`src/rtl/shift_add_mult8_pkg.sv`:
```
// Shared constants for the shift-and-add multiplier.
// Holds the FSM state encodings and the fixed datapath widths.
// The adder datapath is 8 bits wide, so WIDTH is fixed at 8.
package shift_add_mult8_pkg;

    localparam int WIDTH = 8;
    localparam int CNT_W = 3;

    localparam logic [1:0] S_IDLE = 2'd0;
    localparam logic [1:0] S_CALC = 2'd1;
    localparam logic [1:0] S_DONE = 2'd2;

endpackage

```
`src/rtl/shift_add_mult8_rca.sv`:
```
// RippleCarryAdder8: 8-bit ripple-carry adder, one full-adder per bit.
// Purely combinational, so it adds no cycles of latency.
// No handshake and no backpressure: the sum follows the inputs.
module RippleCarryAdder8 (
    input  logic [7:0] a,
    input  logic [7:0] b,
    input  logic       cin,
    output logic [7:0] sum,
    output logic       cout
);

    logic [8:0] carry;

    // Carry ripples from bit 0 upward through eight full-adder cells.
    always_comb begin
        carry    = 9'd0;
        sum      = 8'd0;
        carry[0] = cin;
        for (int i = 0; i < 8; i++) begin
            sum[i]     = a[i] ^ b[i] ^ carry[i];
            carry[i+1] = (a[i] & b[i]) | (carry[i] & (a[i] ^ b[i]));
        end
        cout = carry[8];
    end

endmodule

```
`src/rtl/shift_add_mult8.sv`:
```
// Sequential 8x8 unsigned shift-and-add multiplier with a 16-bit product.
// Latency: the result is ready 9 cycles after the accepting edge (8 steps plus DONE).
// Backpressure: start is only sampled in IDLE and is ignored while busy; nothing is queued.
module shift_add_mult8
    import shift_add_mult8_pkg::*;
(
    input  logic                 clk,
    input  logic                 rst,
    input  logic                 start,
    input  logic [WIDTH-1:0]     multiplicand,
    input  logic [WIDTH-1:0]     multiplier,
    output logic [2*WIDTH-1:0]   product,
    output logic                 busy,
    output logic                 done
);

    logic [1:0]         state;
    logic [WIDTH-1:0]   a_reg;
    logic [WIDTH-1:0]   q_reg;
    logic [WIDTH-1:0]   m_reg;
    logic               c_reg;
    logic [CNT_W-1:0]   count;

    logic [WIDTH-1:0]   add_b;
    logic [WIDTH-1:0]   add_sum;
    logic               add_cout;

    logic               c_next;
    logic [WIDTH-1:0]   a_next;
    logic [WIDTH-1:0]   q_next;

    // The adder only sees M when the current multiplier LSB is set.
    assign add_b = q_reg[0] ? m_reg : '0;

    RippleCarryAdder8 u_adder (
        .a    (a_reg),
        .b    (add_b),
        .cin  (1'b0),
        .sum  (add_sum),
        .cout (add_cout)
    );

    // {C,A,Q} <= {cout,S,Q} >> 1: the adder carry-out lands in the A MSB.
    always_comb begin
        c_next = 1'b0;
        a_next = {add_cout, add_sum[WIDTH-1:1]};
        q_next = {add_sum[0], q_reg[WIDTH-1:1]};
    end

    // Control FSM and datapath registers; the illegal encoding falls back to IDLE.
    always_ff @(posedge clk or posedge rst) begin
        if (rst) begin
            state   <= S_IDLE;
            a_reg   <= '0;
            q_reg   <= '0;
            m_reg   <= '0;
            c_reg   <= 1'b0;
            count   <= '0;
            product <= '0;
        end else begin
            case (state)
                S_IDLE: begin
                    if (start) begin
                        m_reg <= multiplicand;
                        q_reg <= multiplier;
                        a_reg <= '0;
                        c_reg <= 1'b0;
                        count <= '0;
                        state <= S_CALC;
                    end
                end
                S_CALC: begin
                    c_reg <= c_next;
                    a_reg <= a_next;
                    q_reg <= q_next;
                    count <= count + 1'b1;
                    if (count == CNT_W'(WIDTH - 1)) begin
                        product <= {a_next, q_next};
                        state   <= S_DONE;
                    end
                end
                S_DONE: begin
                    state <= S_IDLE;
                end
                default: begin
                    state <= S_IDLE;
                end
            endcase
        end
    end

    assign busy = (state == S_CALC) || (state == S_DONE);
    assign done = (state == S_DONE);

endmodule

```
`config.mk`:
```
export PLATFORM = sky130hd
export DESIGN_NAME = shift_add_mult8
export DESIGN_NICKNAME = d
export VERILOG_FILES = /design/src/rtl/shift_add_mult8_pkg.sv /design/src/rtl/shift_add_mult8_rca.sv /design/src/rtl/shift_add_mult8.sv
export SDC_FILE = /design/constraint.sdc
export NUM_CORES = 1
export LEC_CHECK = 0
export ABC_AREA = 1
export CAP_MARGIN = 5
export CORE_MARGIN = 10
export CORE_UTILIZATION = 30
export DETAILED_ROUTE_END_ITERATION = 7
export PLACE_DENSITY = 0.48
export SLEW_MARGIN = 20
export SYNTH_ARGS = -nofsm -noshare
export SYNTH_HDL_FRONTEND = slang
export SYNTH_HIERARCHICAL = 1
export SYNTH_SLANG_ARGS = --single-unit
```
`constraint.sdc`:
```
create_clock -name clk -period 6.3 [get_ports clk]
set_clock_uncertainty 0.1 [all_clocks]
set_input_delay 1.575 -clock clk [delete_from_list [all_inputs] [get_ports clk]]
set_output_delay 1.575 -clock clk [all_outputs]
set_load 0.03 [all_outputs]
```
# [Word level (Yosys, flattened, before mapping)]
# Index checks and enable logic that the tools add are counted.
[word_totals] latch_bits=0 regBits=45 inputBits=19 mem_bits_ro=0 ram_bits=0 elab_cells=66 output_inout_bits=18 mem_count=0
[op_classes] n_shift=0 magnitude_cmp=0 add_sub_neg=1 eq_ne=5 muxes=10 div=0 n_bitwise=37 multipliers=0 n_reduce_logical=7
[op_table] cell="$pmux 8 s2" n=2
[op_table] cell="$mux 8" n=3
[op_table] cell="$and 1x1->1" n=15
[op_table] cell="$xor 1x1->1" n=15
[op_table] cell="$reduce_and 2->1" n=4
[op_table] cell="$or 1x1->1" n=7
[op_table] cell="$pmux 3 s2" n=1
[op_table] cell="$mux 2" n=2
[op_table] cell="$ne 2x2->1 const B" n=2
[op_table] cell="$pmux 2 s2" n=1
[op_table] cell="$add 3x1->3 const B" n=1
[op_table] cell="$eq 3x3->1 const B" n=1
[op_table] cell="$mux 3" n=1
[op_table] cell="$eq 2x1->1 const B" n=1
[op_table] cell="$eq 2x2->1 const B" n=1
[op_table] cell="$logic_not 2->1" n=1
[op_table] cell="$reduce_bool 2->1" n=1
[op_table] cell="$logic_or 1x1->1" n=1

# [Logic depth before layout (Yosys ltp)]
# Gate-level depths: netlist (run 1).
[logic_depth] word_depth=17 ltp_mapped=17 depth_no_buf=16

# [Hierarchy]
# Netlist (run 1), hierarchy kept.
[modules_own_cells] mod="shift_add_mult8" area_per_inst_um2=2089.5 n_inst=1 seq_area_each_um2=1126.1 cells_per_inst=257
[modules_own_cells] mod="RippleCarryAdder8" area_per_inst_um2=197.7 n_inst=1 seq_area_each_um2=0.0 cells_per_inst=18

# [Least setup slack after synthesis (run 1)]
# OpenSTA, ideal clock, no wires.
[synth_timing] kind="reg-to-reg" from="register q_reg[0]" to="register a_reg[6]" period_less_slack_ns=3.945 setup_ns=0.065 slack_ns=2.355 stages_incl_launch_ff=18 path_buffers=1 t_arrival_ns=3.780 required_ns=6.135 cell_sequence="dfrtp_1 -> clkbuf_1 -> nand2_1 -> inv_1 -> fa_1 -> inv_1 -> fa_1 -> inv_1 -> fa_1 -> fa_1 -> fa_1 -> fa_1 -> fa_1 -> inv_1 -> fa_1 -> inv_1 -> nand3_1 -> nand2_1"
[synth_via] elab_chain_len=16 elab_cells_between_ends=29 cone_classes="mux: 2; bitwise: 27"
[synth_lines] element="from (decl)" line="shift_add_mult8.sv:19" source="logic [WIDTH-1:0] q_reg;"
[synth_lines] element="from (signal assigned)" line="shift_add_mult8.sv:65" source="q_reg <= multiplier;"
[synth_lines] element="from (signal assigned)" line="shift_add_mult8.sv:75" source="q_reg <= q_next;"
[synth_lines] element="$mux 8" line="shift_add_mult8.sv:33" source="assign add_b = q_reg[0] ? m_reg : '0;"
[synth_lines] element="via add_b[0]" line="shift_add_mult8.sv:24" source="logic [WIDTH-1:0] add_b;"
[synth_lines] element="$and 1x1->1 (2 in a row)" line="shift_add_mult8_rca.sv:21" source="carry[i+1] = (a[i] & b[i]) | (carry[i] & (a[i] ^ b[i]));"
[synth_lines] element="$or 1x1->1" line="shift_add_mult8_rca.sv:21"
[synth_lines] element="$and 1x1->1" line="shift_add_mult8_rca.sv:21"
[synth_lines] element="$or 1x1->1" line="shift_add_mult8_rca.sv:21"
[synth_lines] element="$and 1x1->1" line="shift_add_mult8_rca.sv:21"
[synth_lines] element="$or 1x1->1" line="shift_add_mult8_rca.sv:21"
[synth_lines] element="$and 1x1->1" line="shift_add_mult8_rca.sv:21"
[synth_lines] element="$or 1x1->1" line="shift_add_mult8_rca.sv:21"
[synth_lines] element="$and 1x1->1" line="shift_add_mult8_rca.sv:21"
[synth_lines] element="$or 1x1->1" line="shift_add_mult8_rca.sv:21"
[synth_lines] element="$and 1x1->1" line="shift_add_mult8_rca.sv:21"
[synth_lines] element="$or 1x1->1" line="shift_add_mult8_rca.sv:21"
[synth_lines] element="$xor 1x1->1" line="shift_add_mult8_rca.sv:20" source="sum[i] = a[i] ^ b[i] ^ carry[i];"
[synth_lines] element="via add_sum[7]" line="shift_add_mult8.sv:25" source="logic [WIDTH-1:0] add_sum;"
[synth_lines] element="$pmux 8 s2" line="shift_add_mult8.sv:61" source="case (state)"
[synth_lines] element="to (signal assigned)" line="shift_add_mult8.sv:74" source="a_reg <= a_next;"
[synth_lines] element="to (decl)" line="shift_add_mult8.sv:18" source="logic [WIDTH-1:0] a_reg;"
# The timed path passes the listed nets, and every way through them passes these cells.
# A chain may end at the register's enable or synchronous reset.

# [Worst setup path in the final report (run 1)]
# Same ends and word-level chain as after synthesis.

==> results of run 1 <==
==> cell usage after synthesis <==
| cell type | number |
|---|---|
| buf_6 | 3 |
| ha_1 | 6 |
| inv_1 | 24 |
| conb_1 | 1 |
| nand2_1 | 126 |
| buf_2 | 5 |
| fa_1 | 8 |
| nand2_4 | 1 |
| nand2_2 | 1 |
| nand3_1 | 46 |
| nor2_1 | 1 |
| dfrtp_1 | 45 |
| buf_4 | 5 |
| inv_2 | 2 |
| clkbuf_1 | 1 |
==> final cells by class <==
type	instances	share of cell area [%]
Tap cell	99	4.42
Inverter	26	3.48
Timing Repair Buffer	38	13.4
Clock inverter	1	1.07
Clock buffer	7	3.08
Sequential cell	45	40.2
Multi-Input combinational cell	190	34.4
==> metrics by stage <==
step / instance area [um2] / hold slack, ns / setup slack [ns]
floorplan: 2290 / 0.349 / 2.36
global placement: 2690 / 0.355 / 2.29
detailed placement: 2690 / 0.358 / 2.25
CTS: 2800 / 0.379 / 2.24
global route: 2800 / 0.393 / 2.01
finish: 2800 / 0.375 / 2.24
==> kinds of logic after synthesis <==
logic type    after synthesis  synth area share [%]
buf+inv                    40                  8.64
flops                      45                  49.2
simple gates              175                  31.7
fa+ha+maj                  14                  10.3
other cells                 1                 0.164
==> power by group through the flow <==
stage | registers (uW) | clock network (uW) | logic, uW
final | 439 | 229 | 418
after global routing | 457 | 247 | 493
after CTS | 441 | 235 | 428
after detailed placement | 447 | 0 | 426
after global placement | 445 | 0 | 428
after floorplan | 436 | 0 | 333
==> worst max-delay path, stage by stage, from the launching register on <==
cell and delay, ns:
dfrtp_1 0.46, nand2_1 0.10, inv_1 0.05, fa_1 0.39, inv_1 0.08, fa_1 0.16, inv_1 0.05, fa_1 0.37
fa_1 0.39, fa_1 0.39, fa_1 0.39, fa_1 0.36, inv_1 0.07, fa_1 0.40, inv_1 0.08, nand3_1 0.07
nand2_1 0.09
==> path summary, 6_finish.rpt <==
check	to	slack (ns)	cells past startpoint
max	a_reg[6]	2.24	16
min	product[1]	0.38	2
max reg2reg	a_reg[6]	2.24	16
min reg2reg	product[1]	0.38	2
max in group asynchronous	a_reg[0]	4.07	3
min in group asynchronous	product[3]	1.63	3
==> metal layers <==
metal,wire length [um],up-vias,GRT usage [%]
met4,94,0,4.06
met2,2360,30,15.1
met5,0,-,0
met3,254,8,2.57
met1,2430,826,12.3
li1,-,900,-
==> flow_metrics.py, run 1 <==
metrics = {
    "run_status": {
        "status": "finished, final reports clean",
    },
    "final_layout": {
        "final_cell_mix": "nand2_1 (126), nand3_1 (46), dfrtp_1 (45), clkdlybuf4s50_1 (36), inv_1 (23)",
        "drive_above_1_share_pct": 4.23,
        "syn_to_final_growth_pct": 22.5,
        "nFillCells": 793,
        "final_util_pct": 38.2,
        "nNetsFinal": 339,
        "multi_input_area_um2": 963,
        "regMostFlops": "product",
        "diodes": 0,
        "layout_commonest_cell": "nand2_1",
        "final_cells": 406,
        "seqCellArea_um2": 1130,
        "largest_reg_flops": 16,
    },
    "global_routing": {
        "grt_max_degree": 46,
        "antenna_found_initial": 0,
        "grt_pass1_vias": 1824,
        "grt_pass1_wl_um": 9030,
        "grt-ovfl-total": 0,
        "gr-usage-all-layers_pct": 9.67,
    },
    "logic_synthesis": {
        "synth_fp_nets": 308,
        "synth_warnings": 6,
        "syn-cell-area_um2": 2290,
        "syn_area_per_cell_um2": 8.32,
        "seq_area_frac_synth_pct": 49.2,
        "ys_ff_latch": 45,
        "yosysUniqueCellTypes": 15,
        "synth_area_leaders": "dfrtp_1 (49%), nand2_1 (21%), nand3_1 (10%), fa_1 (7.0%), inv_1 (3.9%)",
        "syn_inst": 275,
        "synth.largest_area_cell": "dfrtp_1",
        "netlist.area_leader.share_pct": 49.2,
    },
    "timing": {
        "tightest_slew_ns": 1.06,
        "setup-tns-final_ns": 0,
        "fmax_mhz": 247,
        "slew_viol_final": 0,
        "finalCritPeriodShare_pct": 64.4,
        "relSlewSlack_pct": 29.4,
        "setup_viol": 0,
        "grt_setup_unrepaired": "false",
        "period_minus_slack_ns": 4.06,
        "hold_viol_final": 0,
    },
    "clock_network": {
        "ctsResizeCount": 0,
        "cts_root_buf": "clkbuf_8",
        "cts_tree": "done",
        "path_clk_slew_ns": 0.08,
        "post_cts_buffers": 0,
        "cts_max_level": 2,
        "cts_buffers": 5,
        "cts_max_path_buffers": 2,
        "hold_buffers": 0,
        "clock-sinks": 45,
        "worstSkewPairLatency_ns": 0.30,
    },
    "floorplan": {
        "die_w_um": 107,
        "io_pins": 37,
        "die_area_um2": 11500,
        "die_h_um": 107,
        "core_area_um2": 7330,
        "rows": 31,
        "start_util_pct": 31.2,
    },
    "power": {
        "swShare_pct": 39.9,
        "power_density_nw_per_um2": 388,
        "seq_power_share_pct": 40.4,
        "p_clk_share_pct": 21.1,
        "intPower_uw": 653,
        "max-vdd-ir-drop_mv": 0.207,
        "power_switching_uw": 434,
        "pwr-share-comb_pct": 38.5,
        "power_uw": 1090,
        "total_leakage_power_uw": 0.00150,
    },
    "critical_path": {
        "cp-end-kind": "flip-flop",
        "cp.arrival_ns": 4.19,
        "cp_data_required_time_ns": 6.44,
        "reg2reg_from": "q_reg[0]",
        "crit_start": "q_reg[0]",
        "critical_path.max_fanout": 9,
        "path_class": "flip-flop to flip-flop",
        "start_kind": "flip-flop",
    },
    "detailed_routing": {
        "drt_iter0_markers": 66,
        "drc": 0,
        "routedWlPerCell_um": 12.7,
        "dr.pass1.iters": 4,
        "viasPerCell": 4.34,
        "num_vias": 1764,
        "ant_nets": 0,
        "finalWirelength_um": 5140,
    },
    "placed_design": {
        "numPlacedInstances": 398,
        "port_buffers": 36,
        "gp_congestion": 0.765,
        "place_hpwl_um": 3600,
    },
    "worst_hold_path": {
        "hp-start": "product[1]",
        "hold_path_class": "flip-flop to flip-flop",
    },
    "flow_run": {
        "maxCapViolations": 0,
    },
}
Note: power is estimated with default switching activity, not from simulation.
==> inputs of run 2 (changes only) <==
- clock period: 6.3 -> 4.25 ns (I/O delays scaled with it)
==> run 2 against run 1 <==
  * Global-route usage is 0.058 points lower
  * Core utilization grew 0.26 points
  * Critical path depth unchanged
  * Combinational power up 54%
  * Clock-buffer cell count shrank 1
  * Non-clock buffer count grew 2
  * Critical endpoint unchanged
==> flow_metrics.py, run 2 (synthesis results as in run 1) <==
metrics = {
    "timing": {
        "grt_setup_unrepaired": "false",
        "setup_viol": 0,
        "tightest_slew_ns": 0.768,
        "relSlewSlack_pct": 48.6,
        "setup-tns-final_ns": 0,
        "period_minus_slack_ns": 3.96,
        "fmax_mhz": 253,
        "hold_viol_final": 0,
        "finalCritPeriodShare_pct": 93.2,
        "slew_viol_final": 0,
    },
    "clock_network": {
        "cts_max_level": 2,
        "cts_root_buf": "clkbuf_8",
        "ctsResizeCount": 0,
        "cts_max_path_buffers": 2,
        "post_cts_buffers": 0,
        "cts_buffers": 5,
        "hold_buffers": 0,
        "worstSkewPairLatency_ns": 0.30,
        "clock-sinks": 45,
        "cts_tree": "done",
        "path_clk_slew_ns": 0.09,
    },
    "detailed_routing": {
        "viasPerCell": 4.36,
        "drc": 0,
        "wl_met2_um": 2320,
        "num_vias": 1778,
        "ant_nets": 0,
        "met1_length_um": 2490,
        "routedWlPerCell_um": 12.7,
        "drt_iter0_markers": 127,
        "met3_length_um": 286,
        "finalWirelength_um": 5170,
        "routed.top_layer": "met4",
        "dr.pass1.iters": 4,
    },
    "critical_path": {
        "crit_top_cell": "fa_1",
        "critical_path_buf_inv_count": 5,
        "crit_path_cell_trace": "nand2_1 > inv_1 > fa_1 > inv_1 > fa_1 > inv_1 > fa_1 > fa_1 > fa_1 > fa_1 > fa_1 > inv_1 > fa_1 > inv_1 > nand3_1 > nand2_1",
        "cpPeakStageDelay_ns": 0.40,
        "cp-end-kind": "flip-flop",
        "cp_data_required_time_ns": 4.39,
        "start_kind": "flip-flop",
        "path_class": "flip-flop to flip-flop",
        "cp.arrival_ns": 4.10,
        "crit_path_top_delay_cell": "fa_1",
        "critical_path.max_fanout": 2,
        "cp_top_family": "adder cells",
    },
    "placed_design": {
        "port_buffers": 36,
        "placed_cell_area_um2": 2700,
        "place_hpwl_um": 3640,
        "gp_congestion": 0.784,
    },
    "final_layout": {
        "largest_reg_flops": 16,
        "syn_to_final_growth_pct": 23.4,
        "diodes": 0,
        "nNetsFinal": 341,
        "layout_commonest_cell": "nand2_1",
        "final_util_pct": 38.5,
        "design_area_um2": 2820,
        "regMostFlops": "product",
        "drive_above_1_share_pct": 5.18,
        "final_cell_mix": "nand2_1 (126), nand3_1 (46), dfrtp_1 (45), clkdlybuf4s50_1 (36), inv_1 (23)",
    },
    "worst_hold_path": {
        "hold_path_class": "flip-flop to flip-flop",
    },
    "power": {
        "power_density_nw_per_um2": 579,
        "max-vdd-ir-drop_mv": 0.274,
        "total_leakage_power_uw": 0.00151,
    },
    "run_status": {
        "status": "finished, final reports clean",
    },
    "global_routing": {
        "antenna_found_initial": 0,
        "gr-usage-all-layers_pct": 9.61,
        "grt_pass1_vias": 1843,
        "grt-ovfl-total": 0,
        "grt_pass1_wl_um": 9030,
        "grt_max_degree": 46,
    },
    "floorplan": {
        "start_util_pct": 31.2,
        "io_pins": 37,
        "die_h_um": 107,
        "core_area_um2": 7330,
        "die_area_um2": 11500,
        "rows": 31,
        "die_w_um": 107,
    },
    "flow_run": {
        "maxCapViolations": 0,
    },
}
[run 2: layer usage]
layer | up-vias | GRT usage [%]
met2 | 40 | 14.2
met1 | 827 | 12.9
met5 | - | 0
li1 | 905 | -
met4 | 0 | 3.38
met3 | 6 | 2.99
[run 2: stage by stage]
| step | hold slack (ns) | cells | total power (uW) | setup WS [ns] |
|---|---|---|---|---|
| global route | 0.389 | 408 | 1790 | 0.0302 |
| detailed placement | 0.359 | 400 | 1310 | 0.325 |
| finish | 0.373 | 408 | 1630 | 0.290 |
| floorplan | 0.349 | 275 | 1140 | 0.305 |
| global placement | 0.354 | 400 | 1300 | 0.342 |
| CTS | 0.381 | 408 | 1650 | 0.289 |
[run 2: tightest hold or removal path: cells and delay by family (launching register included)]
kind / cells / cell delay, ns
and+or+nand+nor: 2 / 0.09
DFF: 1 / 0.35
[run 2: final timing paths]
path	startpoint	endpoint	slack (ns)	cells after the start
min in group asynchronous	rst	product[2]	1.11	3
setup reg to reg	q_reg[0]	a_reg[6]	0.29	16
hold / removal	product[1]	product[1]	0.37	2
setup / recovery	q_reg[0]	a_reg[6]	0.29	16
max in group asynchronous	rst	a_reg[5]	2.54	3
hold reg to reg	product[1]	product[1]	0.37	2
[run 2: layout make-up]
type	instances	area [um2]
fillers	766	4510
clock inverters	2	37.5
clock buffers	6	82.6
multi-input cells	190	963
well taps	99	124
flip-flops and latches	45	1130
repair buffers	40	390
inverters	26	97.6
[run 2: where the power goes]
group / internal, uW / total, uW / switching (uW) / leakage [uW]
Sequential: 555 / 644 / 88.3 / 0.000550
Combinational: 228 / 644 / 417 / 0.000905
Clock: 191 / 344 / 153 / 0.0000574
Total: 975 / 1630 / 658 / 0.00151
==> inputs of run 3 (changes only) <==
- SKIP_LAST_GASP: unset -> 1
- SYNTH_HIERARCHICAL: 1 -> unset
==> run 3 against run 2 <==
  * Total power fell by 6.7%
  * Die area decreased by 1.6%
  * Register-to-register slack better by 0.35 ns
  * Non-clock buffer count down 2
  * Wire length is 1.3% higher
  * Area after synthesis decreased by 1.9%
  * Synthesized cell count down 3.3%
  * Design area fell by 4.1%
  * Maximum frequency is 9.6% higher
  * Global-route usage increased by 0.16 points
  * Critical path depth unchanged
  * Critical endpoint unchanged
==> flow_metrics.py, run 3 <==
metrics = {
    "timing": {
        "fmax_mhz": 277,
        "slew_viol_final": 0,
        "hold_viol_final": 0,
        "period_minus_slack_ns": 3.61,
        "tightest_slew_ns": 1.04,
        "relSlewSlack_pct": 30.6,
        "setup_viol": 0,
        "setup-tns-final_ns": 0,
        "finalCritPeriodShare_pct": 85.0,
        "grt_setup_unrepaired": "false",
        "fin_hold_ws_ns": 0.371,
    },
    "final_layout": {
        "layout_commonest_cell": "nand2_1",
        "drive_above_1_share_pct": 4.39,
        "design_area_um2": 2710,
        "diodes": 0,
        "final_cells": 395,
        "largest_reg_flops": 16,
        "syn_to_final_growth_pct": 20.6,
        "nNetsFinal": 329,
        "regMostFlops": "product",
        "final_util_pct": 37.3,
        "final_cell_mix": "nand2_1 (125), dfrtp_1 (45), clkdlybuf4s50_1 (36), nand3_1 (34), inv_1 (16)",
    },
    "clock_network": {
        "post_cts_buffers": 0,
        "path_clk_slew_ns": 0.09,
        "clock-sinks": 45,
        "cts_tree": "done",
        "cts_buffers": 5,
        "worstSkewPairLatency_ns": 0.30,
        "cts_max_level": 2,
        "ctsResizeCount": 0,
        "hold_buffers": 0,
        "cts_root_buf": "clkbuf_8",
        "cts_max_path_buffers": 2,
    },
    "detailed_routing": {
        "drc": 0,
        "routedWlPerCell_um": 13.2,
        "viasPerCell": 4.39,
        "dr.pass1.iters": 4,
        "finalWirelength_um": 5230,
        "num_vias": 1733,
        "ant_nets": 0,
        "drt_iter0_markers": 123,
    },
    "placed_design": {
        "place_hpwl_um": 3570,
        "placed_cell_area_um2": 2630,
        "gp_congestion": 0.801,
        "port_buffers": 36,
        "numPlacedInstances": 389,
    },
    "critical_path": {
        "start_kind": "flip-flop",
        "cp_data_required_time_ns": 4.35,
        "path_class": "flip-flop to flip-flop",
        "cp.arrival_ns": 3.71,
        "critical_path.max_fanout": 9,
        "r2r_cells": 16,
        "rrSetupSlack_ns": 0.64,
        "r2r_end": "a_reg[6]",
        "cp-end-kind": "flip-flop",
        "reg2reg_from": "q_reg[0]",
    },
    "power": {
        "max-vdd-ir-drop_mv": 0.274,
        "total_leakage_power_uw": 0.00139,
        "power_density_nw_per_um2": 563,
    },
    "logic_synthesis": {
        "syn-cell-area_um2": 2240,
        "syn_inst": 266,
        "synth_area_leaders": "dfrtp_1 (50%), nand2_1 (21%), nand3_1 (7.6%), fa_1 (6.2%), ha_1 (3.3%)",
        "synth.largest_area_cell": "dfrtp_1",
        "synth_warnings": 0,
        "ys_ff_latch": 45,
        "synth_edf_count": 0,
        "synthFlopType": "dfrtp_1",
        "synthTopCellsByCount": "nand2_1 (125), dfrtp_1 (45), nand3_1 (34)",
        "yosysUniqueCellTypes": 14,
        "netlist.area_leader.share_pct": 50.2,
        "async_reset_ff_share_pct": 100,
        "syn_area_per_cell_um2": 8.43,
        "synth.most_common_cell": "nand2_1",
        "synth_fp_nets": 298,
        "seq_area_frac_synth_pct": 50.2,
    },
    "global_routing": {
        "grt-ovfl-total": 0,
        "grt_pass1_wl_um": 9020,
        "grt_pass1_vias": 1736,
        "antenna_found_initial": 0,
        "grt_max_degree": 33,
        "gr-usage-all-layers_pct": 9.77,
    },
    "worst_hold_path": {
        "whs_path_depth": 2,
        "hold_path_class": "flip-flop to flip-flop",
        "worstHoldEndpoint": "product[2]",
        "hp-start": "product[2]",
    },
    "flow_run": {
        "maxCapViolations": 0,
    },
    "floorplan": {
        "die_area_um2": 11300,
        "start_util_pct": 30.9,
        "core_area_um2": 7250,
        "io_pins": 37,
        "die_w_um": 106,
        "die_h_um": 106,
        "rows": 31,
    },
    "run_status": {
        "status": "finished, final reports clean",
    },
}
[run 3: metal layers]
layer	wire length [um]	global-route usage [%]	share of wire, %	vias to the layer above
met5	0	0	0	-
met4	80	3.48	1.5	0
met3	307	2.96	5.9	6
met2	2140	13.6	41	45
met1	2710	13.9	52	806
li1	-	-	-	876
[run 3: final cells by class]
class,count,area [um2]
clock inverter,1,5.00
timing repair buffer,38,375
inverter,19,71.3
tap,99,124
multi-input combinational,188,935
sequential,45,1130
clock buffer,5,68.8
fill,778,4550
[run 3: cells by family (layout without fill, tap and decap cells)]
group	count (synthesis)	count (layout)	synth area share (%)
flip-flops	45	45	50.2
AO/OA/AOI/OAI	6	6	1.34
buffers and inverters	33	63	8.14
adder cells (fa/ha/maj)	13	13	9.59
AND/OR/NAND/NOR	169	169	30.7
[run 3: worst max path at each step]
stage,depth (start not counted),startpoint,slack [ns],end
after global placement,16,q_reg[0],0.68,a_reg[6]
after global routing,16,q_reg[0],0.45,a_reg[6]
final,16,q_reg[0],0.64,a_reg[6]
after detailed placement,16,q_reg[0],0.62,a_reg[6]
after CTS,16,q_reg[0],0.61,a_reg[6]
after floorplan,17,q_reg[0],0.80,a_reg[6]
[run 3: worst max-delay path: stages, from the launching register on]
cell and delay, ns:
dfrtp_1 0.48, nand2_1 0.09, inv_1 0.06, ha_1 0.13, inv_1 0.04, fa_1 0.37, fa_1 0.38, fa_1 0.38
fa_1 0.36, inv_1 0.07, fa_1 0.17, fa_1 0.16, inv_1 0.05, fa_1 0.49, nor2_1 0.05, nand2_1 0.07
nand2_1 0.05
[run 3: stage by stage]
| step | power (uW) | setup WS [ns] |
|---|---|---|
| 6_report | 1520 | 0.637 |
| 3_5_place_dp | 1290 | 0.615 |
| 3_3_place_gp | 1280 | 0.683 |
| 4_1_cts | 1540 | 0.612 |
| 2_1_floorplan | 1130 | 0.797 |
| 5_1_grt | 1660 | 0.449 |
[run 3: where the power goes]
part | internal (uW) | switching (uW) | total (uW)
Combinational | 217 | 398 | 615
Clock | 109 | 145 | 254
Sequential | 560 | 93.8 | 654
Total | 886 | 637 | 1520
